## config.mk

```make
export PLATFORM = sky130hd
export DESIGN_NAME = uart_rx_fifo
export DESIGN_NICKNAME = d
export VERILOG_FILES = /design/src/rtl/uart_rx_fifo.sv
export SDC_FILE = /design/constraint.sdc
export NUM_CORES = 1
export LEC_CHECK = 0
export ABC_AREA = 0
export BUFFER_PORTS_ARGS = -buffer_cell sky130_fd_sc_hd__buf_2
export CAP_MARGIN = 40
export CORE_UTILIZATION = 40
export CTS_BUF_LIST = sky130_fd_sc_hd__clkbuf_4 sky130_fd_sc_hd__clkbuf_8
export CTS_CLUSTER_DIAMETER = 80
export DETAILED_ROUTE_END_ITERATION = 12
export PLACE_DENSITY = 0.59
export SETUP_SLACK_MARGIN = 0.15
export SYNTH_ARGS = -nofsm -noshare
export SYNTH_HDL_FRONTEND = slang
export SYNTH_SLANG_ARGS = --single-unit
```

## constraint.sdc

```tcl
create_clock -name clk_i -period 3.3 [get_ports clk_i]
set_clock_uncertainty 0.2 [all_clocks]
set_input_delay 0.495 -clock clk_i [delete_from_list [all_inputs] [get_ports clk_i]]
set_output_delay 0.495 -clock clk_i [all_outputs]
set_load 0.005 [all_outputs]
```

## src/rtl/uart_rx_fifo.sv

```systemverilog
// Receive-side byte FIFO behind the UART receiver: first-word-fall-through queue with
// occupancy/status outputs, a threshold interrupt and a sticky idle-timeout flag.
module uart_rx_fifo #(
    parameter int unsigned DEPTH = 16,
    parameter int unsigned AW    = 4
) (
    input  logic          clk_i,
    input  logic          rst_ni,
    input  logic [7:0]    rx_byte_i,
    input  logic          rx_dv_i,
    input  logic          rd_i,
    input  logic          clr_i,
    input  logic [AW:0]   thresh_i,
    input  logic [15:0]   timeout_i,
    output logic [7:0]    rd_data_o,
    output logic [AW:0]   count_o,
    output logic          empty_o,
    output logic          full_o,
    output logic          overflow_o,
    output logic          intr_rx_o,
    output logic          timeout_o
);

    logic [7:0]    mem_q [DEPTH];
    logic [AW-1:0] wr_ptr_q, wr_ptr_d;
    logic [AW-1:0] rd_ptr_q, rd_ptr_d;
    logic [AW:0]   count_q, count_d;
    logic          overflow_q, overflow_d;
    logic          timeout_q, timeout_d;
    logic [15:0]   idle_q, idle_d;
    logic          empty, full, push, pop;

    always_comb begin
        empty      = (count_q == '0);
        full       = (count_q == (AW+1)'(DEPTH));
        pop        = rd_i && !empty && !clr_i;
        // A full FIFO still accepts a byte when the same cycle frees an entry.
        push       = rx_dv_i && (!full || pop) && !clr_i;

        wr_ptr_d   = wr_ptr_q;
        rd_ptr_d   = rd_ptr_q;
        count_d    = count_q;
        overflow_d = overflow_q;
        timeout_d  = timeout_q;
        idle_d     = idle_q;

        if (clr_i) begin
            wr_ptr_d   = '0;
            rd_ptr_d   = '0;
            count_d    = '0;
            overflow_d = 1'b0;
            timeout_d  = 1'b0;
            idle_d     = '0;
        end else begin
            if (push) wr_ptr_d = wr_ptr_q + AW'(1);
            if (pop)  rd_ptr_d = rd_ptr_q + AW'(1);
            if (push && !pop)      count_d = count_q + (AW+1)'(1);
            else if (pop && !push) count_d = count_q - (AW+1)'(1);

            if (rx_dv_i && full && !pop) overflow_d = 1'b1;

            if (push || pop || empty)   idle_d = '0;
            else if (idle_q != 16'hFFFF) idle_d = idle_q + 16'd1;

            // Activity wins over a coincident timeout match.
            if (push || pop)
                timeout_d = 1'b0;
            else if ((timeout_i != '0) && !empty && (idle_q == timeout_i - 16'd1))
                timeout_d = 1'b1;
        end
    end

    always_ff @(posedge clk_i or negedge rst_ni) begin
        if (!rst_ni) begin
            wr_ptr_q   <= '0;
            rd_ptr_q   <= '0;
            count_q    <= '0;
            overflow_q <= 1'b0;
            timeout_q  <= 1'b0;
            idle_q     <= '0;
        end else begin
            wr_ptr_q   <= wr_ptr_d;
            rd_ptr_q   <= rd_ptr_d;
            count_q    <= count_d;
            overflow_q <= overflow_d;
            timeout_q  <= timeout_d;
            idle_q     <= idle_d;
        end
    end

    always_ff @(posedge clk_i) begin
        if (push) mem_q[wr_ptr_q] <= rx_byte_i;
    end

    always_comb begin
        rd_data_o  = empty ? 8'h00 : mem_q[rd_ptr_q];
        count_o    = count_q;
        empty_o    = empty;
        full_o     = full;
        overflow_o = overflow_q;
        timeout_o  = timeout_q;
        intr_rx_o  = (thresh_i != '0) && (count_q >= thresh_i);
    end

endmodule
```

# [Yosys cells after proc, flatten, opt, wreduce, memory -nomap -nowiden]
# Memory sizes are Yosys's and may differ from the RTL's.
# Cells that the tools add are included.
[op_classes] reduce_logical=28 order_cmp=1 n_addsub=6 eq_ne=3 mux=18
[ops] op="two-way mux 16 bit" n=3
[ops] op="adder 16 x 1 -> 16 bit, second input constant" n=1
[ops] op="equality test 16 bit" n=1
[ops] op="two-way mux 4 bit" n=4
[ops] op="!= test 16 bit, second input constant" n=1
[ops] op="nonzero test 16 bit" n=1
[ops] op="subtractor 16 x 1 -> 16 bit, second input constant" n=1
[ops] op="two-way mux 5 bit" n=3
[ops] op="logical AND 1 bit" n=11
[ops] op="nonzero test 3 bit" n=3
[ops] op="adder 4 x 1 -> 4 bit, second input constant" n=2
[ops] op="two-way mux 8 bit" n=1
[ops] op="two-way mux 1 bit" n=7
[ops] op="nonzero test 2 bit" n=3
[ops] op="adder 5 x 1 -> 5 bit, second input constant" n=1
[ops] op="equality test 5 bit, second input constant" n=1
[ops] op="greater-or-equal comparator 5 bit" n=1
[ops] op="logical NOT 1 bit" n=5
[ops] op="logical NOT 5 bit" n=1
[ops] op="nonzero test 5 bit" n=1
[ops] op="subtractor 5 x 1 -> 5 bit, second input constant" n=1
[ops] op="logical OR 1 bit" n=3
[word_totals] reg_bits=31 ramBits=128 n_memories=1 output_inout_bits=18 word_cells=63
[memory_table] memory="mem_q" words=16 width=8 rd=1 rd_clocked_by_memory_dff=0 wr=1 line_no="24" text="logic [7:0] mem_q [DEPTH];"

# [Logic depth before layout (Yosys ltp)]
# Gate-level depths: netlist of run 1.
[depth] depth_word=12 depth_mapped=10

# [Worst setup path before layout of run 1]
# Ideal clock, no wire load.
[synth_timing] path_kind="register to register" startpoint="register count_q[0], in the netlist count_o[0]" endpoint="register count_q[4], in the netlist count_o[4]" path_stages_with_launch=10 path_slack_ns=0.447 period_less_slack_ns=2.853 arrival_time_ns=2.575 path_cell_list="dfrtp_1 nor4_4 mux2i_1 nand3b_1 fa_1 a21o_1 a21oi_1 xor2_1 or3_1 a21oi_1"
[synth_between] elab_chain_len=10 word_cells_on_any_way=19
[synth_lines] element="start, declared" line_no="27" text="logic [AW:0] count_q, count_d;"
[synth_lines] element="start signal, assigned" line_no="84" text="count_q <= count_d;"
[synth_lines] element="parallel branches: the longest is 10 deep, another holds subtractor 5 x 1 -> 5 bit"
# Parallel ways; which one is timed is not known. The select of a mux whose other input is x is not followed.
# A chain may end at the register's enable or synchronous reset.

# [Final worst setup path of run 1]
[layout_timing] startpoint="register count_q[1], in the netlist count_o[1]" endpoint="register count_q[4], in the netlist count_o[4]"
# The elaborated chain is that of the path after synthesis.

==> results of run 1 <==
## cells by family (layout without fill, tap and decap cells)
kind of cell	after synthesis	after routing
DFF	159	159
buffers and inverters	42	130
xor gates and xnor gates	35	35
AOI/OAI and AO/OA	72	72
adders and majority gates	18	18
and+or+nand+nor	159	159
muxes	57	57
## synth_stat cells (all sizes together), types with 2 or more instances
cell | count | area share, %
a2111o | 2 | 0.30
a211oi | 9 | 0.91
a21o | 6 | 0.61
a21oi | 12 | 0.81
a311o | 2 | 0.27
a31oi | 4 | 0.34
and2 | 5 | 0.42
and3 | 4 | 0.34
and4 | 2 | 0.24
buf | 9 | 0.58
clkbuf | 16 | 0.81
dfrtp | 31 | 10
edfxtp | 128 | 52
ha | 17 | 2.9
inv | 16 | 0.81
mux2i | 41 | 5.6
mux4 | 16 | 4.9
nand2 | 25 | 1.3
nand2b | 5 | 0.42
nand3 | 12 | 0.81
nand3b | 4 | 0.41
nand4 | 8 | 0.68
nand4b | 2 | 0.24
nor2 | 69 | 3.5
nor3 | 10 | 0.68
nor4 | 6 | 0.71
o21ai | 4 | 0.27
o221ai | 16 | 1.9
o22ai | 9 | 0.76
or3 | 2 | 0.17
or4 | 2 | 0.27
xnor2 | 22 | 2.6
xor2 | 13 | 1.5
## per-stage QoR
stage / power, W / area (sq um) / setup slack [ns] / instances / utilization [%]
floorplan: 0.00323 / 7390 / 0.447 / 542 / -
CTS: 0.00515 / 8480 / 0.174 / 856 / 47.1
detailed placement: 0.00366 / 8040 / 0.237 / 823 / 44.6
global route: 0.00541 / 8540 / 0.123 / 859 / 47.4
finish: 0.00516 / 8540 / 0.244 / 859 / 47.4
global placement: 0.00364 / 8040 / 0.300 / 823 / 44.6
## flip-flops by register name, indices dropped and copies added (netlist names)
register	cells
count_o	5
rd_ptr_q	4
mem_q	128
idle_q	16
wr_ptr_q	4
overflow_o	1
timeout_o	1
## power by group
part,switching [W],leakage (nW),internal [W]
registers,0.0000787,1.57,0.00223
logic,0.000719,1.27,0.000646
clock network,0.000843,0.205,0.000650
total,0.00164,3.05,0.00352
## worst min-delay path: stages
cell and delay, ns:
buf_2 0.13, a31oi_1 0.08, nor2_1 0.08
## final timing paths
| check | startpoint | endpoint | slack (ns) | depth (start not counted) |
|---|---|---|---|---|
| worst min-delay path | rx_dv_i | overflow_o | 0.17 | 3 |
| worst max register to register | count_o[1] | count_o[4] | 0.24 | 9 |
| worst max-delay path | count_o[1] | count_o[4] | 0.24 | 9 |
| max in group asynchronous | rst_ni | rd_ptr_q[2] | 1.95 | 2 |
| worst min register to register | overflow_o | overflow_o | 0.31 | 2 |
| min in group asynchronous | rst_ni | count_o[3] | 0.42 | 2 |
## final cells by class
type | instances | area [sq um] | share of cell area (%)
multi-input cells | 341 | 2610 | 30.6
well taps | 229 | 287 | 3.36
clock inverters | 15 | 196 | 2.30
repair buffers | 81 | 520 | 6.10
clock buffers | 17 | 234 | 2.74
flip-flops and latches | 159 | 4620 | 54.1
inverters | 17 | 65.1 | 0.762
## routing by layer
metal	global-route usage (%)	vias to the layer above
met4	7.25	0
met1	24.8	2353
met2	29.1	93
met3	3.69	23
li1	-	2211
met5	0	-
## what timing repair did
action | 4_1_cts | 5_1_grt
hold buffers | 1 | 0
cloned | 0 | 1
resized for setup | 2 | 3
endpoints found under the hold margin | 31 | 0
setup buffers | 0 | 2
setup endpoints to repair | 1 | 5
pin swaps | 0 | 1
==> out/metrics.cfg, run 1 <==
[timing]
worstMarginPinSlew_ns=0.744
setup_viol_count_final=0
finalHoldViolCount=0
rsz0062_at_grt=yes
min_period_ns=3.06
hold-worst-slack_ns=0.169
setup_tns_ns=0
slew_violations=0
fmax_mhz=327
relSlewSlack_pct=50.4
fin_crit_sh_pct=92.6

[die]
fp.dieW_um=138
row_count=49
ioPinCount=52
die_y_um=138
core_sq_um=18000
die-area_sq_um=19000
start_util_pct=41.0

[setup_path]
path_class=reg -> reg
cpMostUsedCell=a21oi_1
cp_top_family=simple AND/OR/NAND/NOR gates
path_cells=nor4_4 > mux2i_1 > nand3b_1 > fa_1 > a21o_1 > a21oi_1 > xor2_1 > or3_1 > a21oi_1
cp.buffers_inverters=0
crit_slowest_cell=dfrtp_1
critPathRequiredTime_ns=3.49
worstSetupEndpointType=register
slowest_delay_ns=0.50
crit_arrival_ns=3.25
crit_path_max_fanout=6
cp-start-kind=register

[layout]
drive_gt1_share_pct=21.7
layout_common_cells=edfxtp_1 (128), nor2_1 (69), buf_2 (51), mux2i_1 (41), dfrtp_1 (28)
fin_nets=669
layout_commonest_cell=edfxtp_1
syn_to_final_growth_pct=15.5
nFillCells=1607
n_antenna_cell=0

[cts]
clock-sinks=159
clk-insertion-delay-late_ns=0.46
cts_root_buffer=clkbuf_8
tritoncts=built
clk_pin_slew_ns=0.10
h-tree-depth=4
cts_buffers=17
clock_path_buffers=2

[synth]
synth-adder-area-share_pct=3.15
muxShareOfSynthArea_pct=10.4
ys_types=50
synth_area_sq_um=7390
synthXorXnorAreaFrac_pct=4.15
synthesis.nets=594
synth_cells=542
synth_seq_cells=159
ys_seq_area_share_pct=62.5
synth-edff-count=128
yosys_warnings=0
synthArstFlopShare_pct=19.5
synth_top_family_by_area=simple AND/OR/NAND/NOR gates
syn_avg_cell_area_sq_um=13.6
yosys_most_used_dff=edfxtp_1
synth_compound_area_share_pct=7.09
synthSimpleGateAreaFrac_pct=10.5

[global_route]
track_usage_pct=18.4
grt_max_degree=52
grt_overflow=0
antenna_found_initial=0
grt_pass1_vias=4648
grt_pass1_wl_um=25500

[outcome]
outcome=finished clean

[route]
drt-total-wl_um=16500
dr_wl_met3_um=648
drcViolationCount=0
vias_per_cell=5.45
vias=4680
drt_iter0_markers=328
wl_met1_um=7360
highest_layer=met4
met2_length_um=8180
ant_nets=0
wl_per_cell_um=19.2
drt_first_pass_iters=6

[job]
maxCapViolations=0

[placement]
hpwl_um=10900
gp_congestion=0.811
io_buffers=51

[power]
p_per_area_nw_per_um2=605
p_leak_nw=3.05
vdd_drop_max_v=0.000287

[min_path]
hold_path_class=in -> reg

No activity file was read; power rests on OpenSTA's default activity.
==> inputs of run 2 (changes only) <==
--- a/config.mk
+++ b/config.mk
@@ -6,7 +6,7 @@
 export NUM_CORES = 1
 export LEC_CHECK = 0
 export ABC_AREA = 0
-export BUFFER_PORTS_ARGS = -buffer_cell sky130_fd_sc_hd__buf_2
+export BUFFER_PORTS_ARGS = -buffer_cell sky130_fd_sc_hd__clkbuf_2
 export CAP_MARGIN = 40
 export CORE_UTILIZATION = 40
 export CTS_BUF_LIST = sky130_fd_sc_hd__clkbuf_4 sky130_fd_sc_hd__clkbuf_8
==> out/metrics.cfg, run 2 (same netlist as run 1, synthesis figures left out) <==
[outcome]
outcome=finished clean

[layout]
largest_reg_flops=128  ; unchanged
seq_area_sq_um=4620  ; about the same
multi_input_area_sq_um=2620  ; +0.19%
nFillCells=1604  ; -0.19%
n_antenna_cell=0  ; unchanged
fin_nets=673  ; +0.60%
drive_gt1_share_pct=21.9  ; +0.18 points
finalNonFillerCells=863  ; +0.47%
layout_common_cells=edfxtp_1 (128), nor2_1 (69), clkbuf_2 (51), mux2i_1 (41), buf_4 (31)
final_util_pct=47.1  ; -0.27 points
layout_commonest_cell=edfxtp_1
syn_to_final_growth_pct=14.8
top_register=mem_q

[die]
fp.dieW_um=138  ; unchanged
die_y_um=138  ; unchanged
core_sq_um=18000  ; unchanged
row_count=49  ; unchanged
die-area_sq_um=19000  ; unchanged
ioPinCount=52  ; unchanged
start_util_pct=41.0  ; unchanged

[cts]
cts_root_buffer=clkbuf_8
cts_buffers=17  ; unchanged
h-tree-depth=4  ; unchanged
clk-insertion-delay-late_ns=0.45  ; about the same
clk_pin_slew_ns=0.09  ; about the same
clock-sinks=159  ; unchanged
tritoncts=built
clock_path_buffers=2  ; unchanged

[placement]
hpwl_um=10900  ; -0.32%
gp_congestion=0.816  ; +0.63%
io_buffers=51  ; unchanged
dp.cells=824  ; +0.12%

[timing]
slew_violations=0  ; unchanged
relSlewSlack_pct=47.1  ; -3.2 points
finalHoldViolCount=0  ; unchanged
worstMarginPinSlew_ns=0.793  ; +0.0485 ns
fmax_mhz=330  ; +0.78%
setup_tns_ns=0  ; unchanged
min_period_ns=3.03  ; -0.0236 ns
hold-worst-slack_ns=0.204  ; +0.0350 ns
setup_viol_count_final=0  ; unchanged
rsz0062_at_grt=no
fin_crit_sh_pct=91.9  ; -0.72 points

[route]
drt_first_pass_iters=4  ; -2
ant_nets=0  ; unchanged
vias=4634  ; -0.98%
vias_per_cell=5.37  ; -1.4%
wl_per_cell_um=18.4  ; -4.2%
drcViolationCount=0  ; unchanged
drt_iter0_markers=367  ; +12%
drt-total-wl_um=15900  ; -3.8%

[global_route]
grt_util_met2_pct=29.2  ; +0.11 points
grt_use_met1_pct=23.9  ; -0.94 points
grt_max_degree=32  ; -38%
track_usage_pct=18.1  ; -0.30 points
antenna_found_initial=0  ; unchanged
grt_pass1_vias=4561  ; -1.9%
met3_usage_pct=3.87  ; +0.18 points
grt_pass1_wl_um=25000  ; -2.2%
grt_busiest_layer=met2
grt_overflow=0  ; unchanged

[power]
p_per_area_nw_per_um2=587  ; -2.9%
vdd_drop_max_v=0.000262  ; -8.8%
p_leak_nw=3.05  ; -0.19%
power_w=0.00499  ; -3.4%

[setup_path]
crit-reg2reg-launch=count_o[0]
path_class=reg -> out
critPathLaunch=rd_ptr_q[2]
critPathRequiredTime_ns=2.60  ; -0.89 ns
crit_path_max_fanout=16  ; +10
crit_arrival_ns=2.34  ; -0.91 ns
cp-start-kind=register
crit_end=rd_data_o[1]
rr_endpoint=count_o[4]
worstSetupEndpointType=output pin
reg2regPathDepth=9  ; unchanged
reg2reg_slack_ns=0.36  ; +0.12 ns

[job]
maxCapViolations=0  ; unchanged

[min_path]
hold_path_class=in -> reg

run 2: cell count changes in the layout (fill, tap and decap cells not counted), moves of 2 or more:
cell,before,now
buf_2,51,0
clkbuf_2,0,51
buf_4,27,31
clkinv_8,5,1
inv_6,2,6
buf_12,0,2
clkinv_1,0,2
clkinv_2,1,3
dfrtp_2,3,1
inv_8,4,2
run 2: report_power, final:
group	switching (W)	internal [W]
registers	0.000108	0.00223
clock network	0.000770	0.000542
logic	0.000671	0.000667
run 2: area by class of cell:
cell class | instances | area share [%]
flip-flops and latches | 159 | 54.5
multi-input cells | 341 | 30.8
repair buffers | 85 | 6.34
well taps | 229 | 3.37
clock buffers | 17 | 2.76
clock inverters | 15 | 1.47
inverters | 17 | 0.752
run 2: stage by stage:
stage               worst slack (ns)  cell area [sq um]
global placement               0.315               8050
floorplan                      0.447               7390
finish                         0.268               8490
detailed placement             0.225               8060
global route                   0.138               8490
CTS                            0.205               8440
run 2: layer usage:
layer / wire, um / up-vias
met5: 0 / -
li1: - / 2214
met2: 7900 / 95
met4: 352 / 0
met1: 7000 / 2296
met3: 638 / 29
run 2: critical path: stages, from the launching register on:
cell and delay (ns):
dfrtp_2 0.52, nand2b_1 0.09, buf_4 0.21, o221ai_1 0.41, o22ai_1 0.16, a211oi_1 0.32
clkbuf_2 0.18
run 2: worst min-delay path by stage:
stage / slack (ns) / to / startpoint / depth (start not counted)
floorplan: -0.0006 / count_o[0] / rst_ni / 0
global placement: 0.28 / overflow_o / overflow_o / 2
detailed placement: 0.30 / overflow_o / overflow_o / 2
CTS: 0.18 / overflow_o / rx_dv_i / 3
global route: 0.20 / overflow_o / rx_dv_i / 3
finish: 0.20 / overflow_o / rx_dv_i / 3
run 2: repair_timing:
action / CTS / global route
endpoints found under the hold margin: 31 / 0
gates resized for setup: 3 / 1
setup endpoints to repair: 4 / 3
cloned: 0 / 0
setup buffers: 0 / 6
hold buffers: 1 / 0
pin swaps: 0 / 2
